**src/rtl/sensor_sched.sv**
```systemverilog
// rtl/sensor_sched.sv - round-robin scheduler sharing one scoring engine among NUM_CH sensor buffers
// Optional watchdog on the engine wait is compiled in with SCHED_TIMEOUT_EN.
module sensor_sched #(
    parameter int NUM_CH         = 4,
    parameter int DATA_WIDTH     = 8,
    parameter int CH_W           = $clog2(NUM_CH),
    parameter int TIMEOUT_CYCLES = 255
) (
    input  logic                         clk,
    input  logic                         reset,
    input  logic [NUM_CH-1:0]            ch_data_ready,
    input  logic [NUM_CH*DATA_WIDTH-1:0] ch_data,
    output logic [NUM_CH-1:0]            ch_data_processed,
    output logic                         eng_start,
    output logic [DATA_WIDTH-1:0]        eng_data,
    output logic [CH_W-1:0]              eng_channel,
    input  logic                         eng_done,
    input  logic                         eng_anomaly,
    output logic                         result_valid,
    output logic [CH_W-1:0]              result_channel,
    output logic                         result_anomaly,
    output logic                         busy,
    output logic                         timeout_err
);

    typedef enum logic [1:0] {
        S_IDLE,
        S_LAUNCH,
        S_WAIT,
        S_ACK
    } state_t;

    localparam logic [NUM_CH-1:0] ONE_HOT0 = NUM_CH'(1);

    state_t                  state;
    logic [CH_W-1:0]         last_grant;
    logic [CH_W-1:0]         sel;
    logic [CH_W-1:0]         idx_c;
    logic                    found;
    logic [DATA_WIDTH-1:0]   sel_data;

`ifdef SCHED_TIMEOUT_EN
    localparam int TO_W = $clog2(TIMEOUT_CYCLES + 1);
    localparam logic [TO_W-1:0] TO_LAST = TO_W'(TIMEOUT_CYCLES - 1);
    logic [TO_W-1:0] to_cnt;
`endif

    // Search starts just after the last grant so every waiting requester is served once per round.
    always_comb begin
        sel   = '0;
        idx_c = '0;
        found = 1'b0;
        for (int i = 1; i <= NUM_CH; i++) begin
            idx_c = CH_W'((int'(last_grant) + i) % NUM_CH);
            if (!found && ch_data_ready[idx_c]) begin
                found = 1'b1;
                sel   = idx_c;
            end
        end
        sel_data = ch_data[sel*DATA_WIDTH +: DATA_WIDTH];
    end

    always_ff @(posedge clk or negedge reset) begin
        if (!reset) begin
            state             <= S_IDLE;
            last_grant        <= CH_W'(NUM_CH - 1);
            ch_data_processed <= '0;
            eng_start         <= 1'b0;
            eng_data          <= '0;
            eng_channel       <= '0;
            result_valid      <= 1'b0;
            result_channel    <= '0;
            result_anomaly    <= 1'b0;
            busy              <= 1'b0;
`ifdef SCHED_TIMEOUT_EN
            timeout_err       <= 1'b0;
            to_cnt            <= '0;
`endif
        end else begin
            case (state)
                S_IDLE: begin
                    if (found) begin
                        eng_data    <= sel_data;
                        eng_channel <= sel;
                        last_grant  <= sel;
                        eng_start   <= 1'b1;
                        busy        <= 1'b1;
                        state       <= S_LAUNCH;
                    end
                end
                S_LAUNCH: begin
                    eng_start <= 1'b0;
`ifdef SCHED_TIMEOUT_EN
                    to_cnt    <= '0;
`endif
                    state     <= S_WAIT;
                end
                S_WAIT: begin
                    // A done on the final watchdog cycle still counts as a normal result.
                    if (eng_done) begin
                        result_anomaly    <= eng_anomaly;
                        result_channel    <= eng_channel;
                        result_valid      <= 1'b1;
                        ch_data_processed <= ONE_HOT0 << eng_channel;
                        state             <= S_ACK;
                    end
`ifdef SCHED_TIMEOUT_EN
                    else if (to_cnt == TO_LAST) begin
                        ch_data_processed <= ONE_HOT0 << eng_channel;
                        timeout_err       <= 1'b1;
                        state             <= S_ACK;
                    end else begin
                        to_cnt <= to_cnt + 1'b1;
                    end
`endif
                end
                S_ACK: begin
                    ch_data_processed <= '0;
                    result_valid      <= 1'b0;
                    busy              <= 1'b0;
                    state             <= S_IDLE;
                end
                default: state <= S_IDLE;
            endcase
        end
    end

`ifndef SCHED_TIMEOUT_EN
    assign timeout_err = 1'b0;
`endif

endmodule

```
**config.mk**
```make
export PLATFORM = sky130hd
export DESIGN_NAME = sensor_sched
export DESIGN_NICKNAME = d
export VERILOG_FILES = /design/src/rtl/sensor_sched.sv
export SDC_FILE = /design/constraint.sdc
export NUM_CORES = 1
export LEC_CHECK = 0
export ABC_AREA = 1
export ABC_CLOCK_PERIOD_IN_PS = 1800
export CAP_MARGIN = 20
export CORE_ASPECT_RATIO = 1.1
export CORE_MARGIN = 4
export CORE_UTILIZATION = 25
export DETAILED_ROUTE_END_ITERATION = 7
export HOLD_SLACK_MARGIN = 0.05
export SLEW_MARGIN = 40
export SYNTH_ARGS = -nofsm -noshare
export SYNTH_HDL_FRONTEND = slang
export SYNTH_SLANG_ARGS = --single-unit
```
**constraint.sdc**
```tcl
create_clock -name clk -period 1.8 [get_ports clk]
set_clock_uncertainty 0.05 [all_clocks]
set_input_delay 0.36 -clock clk [delete_from_list [all_inputs] [get_ports clk]]
set_output_delay 0.36 -clock clk [all_outputs]
set_load 0.02 [all_outputs]
```
* After elaboration in Yosys (flattened, before gate mapping) *
Index checks and enable logic that the tools add are counted.
Widths: inputs -> output; s select.

storage, ports and cells
  register bits after elaboration = 24
  bits of input ports = 40
  output and inout bits = 21
  word-level logic and storage cells = 67

cells by class
  add/subtract/negate cells = 4
  magnitude comparators = 4
  equality and inequality tests = 5
  shifts and indexed selects = 2
  muxes and demuxes = 26
  reductions and logical operators = 16

operators by type and width
  kind                 number
  $shiftx 32x6->8      1
  $lt 2x3->1 const B   4
  $mux 2               6
  $reduce_and 2->1     6
  $mux 1               10
  $bmux 1 s2           4
  $pmux 2 s4           1
  $pmux 4 s2           1
  $pmux 1 s2           3
  $reduce_bool 2->1    3
  $add 2x1->2 const B  2
  $add 2x2->2 const B  2
  $eq 2x2->1 const B   2
  $mux 4               1
  $ne 2x2->1 const B   2
  $shl 1x2->4 const A  1
  $logic_and 1x1->1    3
  $logic_not 1->1      3
  $eq 2x1->1 const B   1
  $logic_not 2->1      1

* Longest topological paths before layout *
Gate-level depths: netlist (run 1).

  depth in word-level cells = 15
  mapped depth = 16
  mapped depth without buffers = 14

* Worst setup path before layout (run 1) *
OpenSTA, ideal clock, no wires.

  path type = register -> register
  from = register last_grant[0]
  to = register eng_data[0]
  library setup time = 0.116 ns
  arrival time = 1.696 ns
  required time = 1.634 ns
  slack = -0.063 ns
  stages on the path, launching flop included = 16
  path buffers = 2
  period minus slack after synthesis = 1.863 ns
  path through = dfstp_2 buf_6 inv_4 nand2_1 nand2_1 nand2_1 nand2_2 nor2_4 nand3_4 nand3_4 buf_6 nand2_1 nand3_1 nand2_1 nand2_1 nand2_1

between the ends
  word-level cells in the longest chain between the ends = 14
  elaborated cells between the ends (all ways) = 28
  classes of those cells = add/sub (4); shift (1); mux (16); reduce/logical (7)

RTL lines
  element                                              line  text
  start: declaration                                   36    logic [CH_W-1:0] last_grant;
  start signal: assignment                             66    last_grant <= CH_W'(NUM_CH - 1);
  start signal: assignment                             85    last_grant <= sel;
  $add 2x1->2                                          54    idx_c = CH_W'((int'(last_grant) + i) % NUM_CH);
  $bmux 1 s2                                           55    if (!found && ch_data_ready[idx_c]) begin
  $mux 1 (not written as such)                         55
  $mux 1                                               55
  $logic_not 1->1                                      55
  $logic_and 1x1->1                                    55
  $mux 1                                               55
  $logic_not 1->1                                      55
  $logic_and 1x1->1                                    55
  $mux 1                                               55
  $logic_not 1->1                                      55
  $logic_and 1x1->1                                    55
  $mux 2 or $mux 1 (tied branches)                     55
  $shiftx 32x6->8 or $reduce_and 2->1 (tied branches)  --
  end signal: assignment                               83    eng_data <= sel_data;
  end: declaration                                     15    output logic [DATA_WIDTH-1:0] eng_data,

Parallel ways exist; a longest one is shown, timed or not. The select of a mux whose other input is x is not followed.
A chain may end at the register's enable or synchronous reset.

* Worst setup path after layout (run 1) *
  from = register last_grant[0]
  to = register eng_data[1]

The elaborated chain is that of the path after synthesis.

==> impl_metrics.toml, run 1 <==
[setup_path]
cp_top_family = "simple AND/OR/NAND/NOR gates"
timing.critical_path.cells = "buf_12 > inv_8 > nand2_4 > nand2_4 > nand2_4 > nand2_4 > nor2_4 > nand3_4 > buf_6 > nand4_1 > nand3_2 > nand2_2 > nand2_1 > nand2_1"
critPathSlowestCell = "dfstp_2"
cp.buffers_inverters = 3
crit_end_element = "flip-flop"
critical_path.startpoint_type = "flip-flop"
slowest_delay_ns = 0.56
worst_setup_path_type = "reg -> reg"
cp_data_arrival_time_ns = 2.15
worst-endpoint-required_ns = 1.96
r2r.worst_path.cells = 14
crit_top_cell = "nand2_4"
path_depth = 14
crit_path_max_fanout = 10

[global_routing]
busiest_layer = "met2"
grtUsageMet1 = 0.149
first_global_vias = 1965
grt_util_all_layers = 0.122
largest_net_degree_at_the_start_of_global_routing = 25
antenna_found_initial = 0
global_route_wire_length_before_repair_microns = 8380
global_route.overflow_total = 0
met3_usage = 0.0300
use_met2 = 0.220

[timing]
timing.final.crit_share = 1.11
totalNegativeSetupSlack_ns = -2.40
timing.final.ws_setup_ns = -0.191
period_minus_slack_ns = 1.99
report.final.setup_viol = 16
report.final.slew_viol_count = 0
fmax_ghz = 0.502
slew_headroom = 0.642
hold_viol_final = 0
worst_pin_slew_ns = 0.531
rsz0062_at_grt = "yes"
fin_hold_ws_ns = 0.411

[status]
failed_checks = "setup timing"
result_of_the_run = "finished with violations"

[synth]
post_synth_net_total = 305
yosys-top-cells-count = "91 x nand2_1, 52 x inv_1, 25 x nand3_1, 22 x dfrtp_1, 17 x nand4_1"
synthesis.instances = 260
syn-cell-area_sq_um = 1750
top_area_cell_type_share_of_the_netlist_area = 0.315
distinct_cell_type_count_of_the_synthesized_netlist = 25
yosysWarningCount = 0
synth_async_sr_flop_share = 1.00
synth_top_area_cell = "dfrtp_1"
synthTopCellsByArea = "dfrtp_1 31%, nand2_1 20%, inv_1 11%, nand3_1 7.2%, nand4_1 6.1%"
synthMostInstantiatedCell = "nand2_1"
synth-edff-count = 0
synth_top_flop_cell = "dfrtp_1"
synth.yosys.seq_area_share = 0.345
synth_area_per_cell_sq_um = 6.73
synth_seq_cells = 24

[hold_path]
timing.hold.worst.class = "in -> async"

[routing]
antenna_violating_nets_post_route = 0
dr.first_iter.drc_count = 49
detail_route.wirelength_microns = 5070
avgViaCountPerCell = 4.52
routed-via-count = 1935
drt_first_pass_iters = 4
wl_per_cell_microns = 11.8
drt_drc_violations_left = 0

[layout]
area_growth_syn_to_layout_pct = 65.5
n_antenna_cell = 0
finalInstanceArea_sq_um = 2900
layout_cells_sized_above_1 = 0.231
final_util = 0.431
post_layout_nonfiller_instances = 428
layout.nets = 392

[clocking]
cts.root.buffer_cell = "clkbuf_8"
clock_path_buffers = 2
clkTransAtPathRegs_ns = 0.08
clock-sinks = 24
tritoncts = "built"
clock_latency_ns = 0.26
cts_made_buffers = 3
clock_tree.htree_level_count = 1
cts_hold_buf = 0

[die]
fp.coreArea_sq_um = 6710
top_level_ports = 61
die-area_sq_um = 8400
chipWidth_microns = 87.8
die-height_microns = 95.7
starting_density_of_the_core = 0.261
fp-row-count = 31

[placement]
dp_slack_ns = -0.382
post-place-cells = 414
dp_hpwl_microns = 3760
port_buffers = 59
final_gp_congestion = 0.824
cell_area_after_placement_sq_um = 2590

[power_and_ir_drop]
irDropWorstVdd_uv = 857
p_leak_nw = 1.49
power_per_cell_area_nw_per_um2 = 2200
fin_total_pwr_mw = 6.37

[flow_run]
drv.max_cap_violation_count = 0
==> cell usage in the layout, fill, tap and decap left out, types with 2 or more instances in the layout <==
cell type	instances
nand2_4	11
nand3_1	21
inv_1	52
o21ai_0	9
ha_1	5
buf_4	19
nor2_4	2
nand3_4	4
nand2_1	70
nand2_2	16
dfrtp_1	22
nand3_2	4
clkbuf_8	4
inv_2	3
a21oi_4	2
clkdlybuf4s50_1	59
buf_12	3
o22ai_1	4
nand4_1	17
buf_6	5
dfstp_2	2
o21ai_1	4
==> flip-flops by register name (all words and copies together) (netlist names) <==
signal / flops
state: 2
result_valid: 1
result_channel: 2
eng_channel: 2
eng_start: 1
last_grant: 2
ch_data_processed: 4
busy: 1
result_anomaly: 1
eng_data: 8
==> layout make-up <==
type	count	area (sq um)
Timing Repair Buffer	87	855
Multi-Input combinational cell	174	1060
Clock buffer	4	55.1
Inverter	57	224
Tap cell	82	103
Sequential cell	24	603
Fill cell	687	3810
==> power breakdown <==
group / switching (mW) / total, mW / internal, mW
registers: 0.171 / 1.00 / 0.831
clock network: 0.164 / 0.359 / 0.195
logic: 2.82 / 5.01 / 2.19
==> what timing repair did <==
item	in CTS	in global routing
hold endpoints to repair	0	0
resized for setup	21	26
cloned	4	0
pin swaps	7	19
buffers inserted	5	1
endpoints found under the setup margin	16	16
==> cells by family after synthesis <==
kind of cell,count (synthesis),synth area share
other,1,0.00214
DFF,24,0.345
buffers and inverters,64,0.156
adders and majority gates,5,0.0358
and+or+nand+nor,145,0.388
AOI/OAI and AO/OA,21,0.0730
==> final timing paths <==
check                              start             to  slack [ns]
max in group asynchronous          reset  last_grant[0]        1.01
hold reg to reg              eng_data[6]    eng_data[6]        0.44
setup / recovery           last_grant[0]    eng_data[1]       -0.19
setup reg to reg           last_grant[0]    eng_data[1]       -0.19
min in group clk             eng_data[6]    eng_data[6]        0.44
hold / removal                     reset    eng_data[5]        0.41
==> metal layers <==
| layer | routed length [microns] | part of all wire | up-vias |
|---|---|---|---|
| met5 | 0 | 0 | - |
| met4 | 46 | 0.0091 | 0 |
| met3 | 311 | 0.061 | 4 |
| met2 | 2620 | 0.52 | 47 |
| met1 | 2090 | 0.41 | 895 |
| li1 | - | - | 989 |
Power figures use the tool's default switching activity.
==> run 2, diff against run 1 <==
--- a/config.mk
+++ b/config.mk
@@ -6,14 +6,14 @@
 export NUM_CORES = 1
 export LEC_CHECK = 0
 export ABC_AREA = 1
-export ABC_CLOCK_PERIOD_IN_PS = 1800
+export ABC_CLOCK_PERIOD_IN_PS = 2400
 export CAP_MARGIN = 20
 export CORE_ASPECT_RATIO = 1.1
 export CORE_MARGIN = 4
 export CORE_UTILIZATION = 25
 export DETAILED_ROUTE_END_ITERATION = 7
+export GPL_ROUTABILITY_DRIVEN = 0
 export HOLD_SLACK_MARGIN = 0.05
-export SLEW_MARGIN = 40
 export SYNTH_ARGS = -nofsm -noshare
 export SYNTH_HDL_FRONTEND = slang
 export SYNTH_SLANG_ARGS = --single-unit
==> constraint.sdc (replaced) <==
create_clock -name clk -period 2.4 [get_ports clk]
set_clock_uncertainty 0.05 [all_clocks]
set_input_delay 0.48 -clock clk [delete_from_list [all_inputs] [get_ports clk]]
set_output_delay 0.48 -clock clk [all_outputs]
set_load 0.02 [all_outputs]
==> run 2 against run 1 <==
  * The run now ends clean
  * Via count is 6.5% lower
  * First-iteration DRC count is 63% higher
  * Final area is 14% lower
  * Global-route usage is 0.89 points lower
  * Critical endpoint is now eng_data[6]
  * Largest power group unchanged
==> impl_metrics.toml, run 2 (synthesis results as in run 1) <==
[routing]
antenna_violating_nets_post_route = 0
drt_first_pass_iters = 5
avgViaCountPerCell = 4.49
routed-via-count = 1810
wl_per_cell_microns = 11.5
drt_drc_violations_left = 0
detail_route.wirelength_microns = 4630
dr.first_iter.drc_count = 80

[layout]
largest_reg_flops = 8
largest_registers = "eng_data: 8 flops, ch_data_processed: 4 flops"
n_antenna_cell = 0
layout.nets = 367
layout_cells_sized_above_1 = 0.0872
mostFrequentLayoutCell = "nand2_1"
area_growth_syn_to_layout_pct = 42.4
largest_register = "eng_data"
leading_cell_types_in_the_layout_fill_and_taps_excluded = "91 x nand2_1, 59 x clkdlybuf4s50_1, 52 x inv_1"

[timing]
fin_hold_ws_ns = 0.433
rsz0062_at_grt = "no"
period_minus_slack_ns = 2.16
report.final.slew_viol_count = 0
hold_viol_final = 0
fmax_ghz = 0.464
worst_pin_slew_ns = 0.512
timing.final.crit_share = 0.899
totalNegativeSetupSlack_ns = 0
report.final.setup_viol = 0
slew_headroom = 0.655

[global_routing]
antenna_found_initial = 0
largest_net_degree_at_the_start_of_global_routing = 25
first_global_vias = 1756
global_route.overflow_total = 0
grt_util_all_layers = 0.113
global_route_wire_length_before_repair_microns = 7760

[placement]
dp_hpwl_microns = 3680
port_buffers = 59

[setup_path]
cp_top_family = "simple AND/OR/NAND/NOR gates"
crit_top_cell = "nand2_1"
critical_path.startpoint_type = "flip-flop"
slowest_delay_ns = 0.69
crit_end_element = "flip-flop"
timing.critical_path.cells = "inv_4 > nand2_1 > nand2_1 > nand2_1 > nand2_2 > nor2_4 > nand2_1 > o21ai_2 > nand3_1 > nand2_1 > nand2_1 > nand2_1"
critPathSlowestCell = "dfstp_2"
cp.buffers_inverters = 1
crit_path_max_fanout = 10
cp_data_arrival_time_ns = 2.31
worst_setup_path_type = "reg -> reg"
worst-endpoint-required_ns = 2.55

[clocking]
cts_resized = 0
cts_hold_buf = 0
clock_latency_ns = 0.27
tritoncts = "built"
clock_path_buffers = 2
clock_tree.htree_level_count = 1
clkTransAtPathRegs_ns = 0.09
post_cts.repair.setup_buffers = 0
cts_made_buffers = 3
cts.root.buffer_cell = "clkbuf_8"
clock-sinks = 24

[die]
chipWidth_microns = 87.8
fp-row-count = 31
starting_density_of_the_core = 0.261
die-area_sq_um = 8400
fp.coreArea_sq_um = 6710
top_level_ports = 61
die-height_microns = 95.7

[flow_run]
drv.max_cap_violation_count = 0

[status]
result_of_the_run = "completed"

[power_and_ir_drop]
irDropWorstVdd_uv = 575
power_per_cell_area_nw_per_um2 = 1530
p_leak_nw = 1.31

[hold_path]
timing.hold.worst.class = "reg -> reg"
run 2: area by class of cell:
type	instances	area (sq um)
repair buffers	64	641
clock buffers	4	55.1
well taps	82	103
fillers	732	4220
multi-input cells	172	873
inverters	57	216
flip-flops and latches	24	603
run 2: metal layers:
metal | GRT usage | routed length (microns)
met5 | 0 | 0
met2 | 0.204 | 2360
met1 | 0.138 | 1900
met3 | 0.0334 | 358
met4 | 0.0115 | 14
run 2: worst min-delay path, cell delays in order (launching register included):
cell and delay, ns:
dfrtp_1 0.35, nand2_1 0.05, nand2_1 0.05
run 2: stage by stage:
stage | instances | power, mW | setup slack [ns] | area (sq um) | utilization
2_1_floorplan | 260 | 2.76 | 0.537 | 1750 | -
3_3_place_gp | 399 | 3.53 | 0.121 | 2440 | 0.363
3_5_place_dp | 399 | 3.57 | 0.0853 | 2440 | 0.363
4_1_cts | 403 | 3.86 | 0.232 | 2490 | 0.371
5_1_grt | 403 | 4.24 | 0.00652 | 2490 | 0.371
6_report | 403 | 3.81 | 0.243 | 2490 | 0.371
run 2: final timing paths:
path                               startpoint            end  slack [ns]  cells past startpoint
worst max-delay path            last_grant[0]    eng_data[6]        0.24                     12
worst min-delay path              eng_data[0]    eng_data[0]        0.43                      2
worst max register to register  last_grant[0]    eng_data[6]        0.24                     12
worst min register to register    eng_data[0]    eng_data[0]        0.43                      2
max in group asynchronous               reset  last_grant[1]        1.50                      2
min in group asynchronous               reset   result_valid        0.52                      2
run 2: power breakdown:
part	switching, mW	leakage [nW]	total [mW]	internal (mW)
Sequential	0.152	0.297	0.776	0.624
Clock	0.125	0.0288	0.272	0.146
Combinational	1.67	0.982	2.76	1.09
Total	1.95	1.31	3.81	1.86
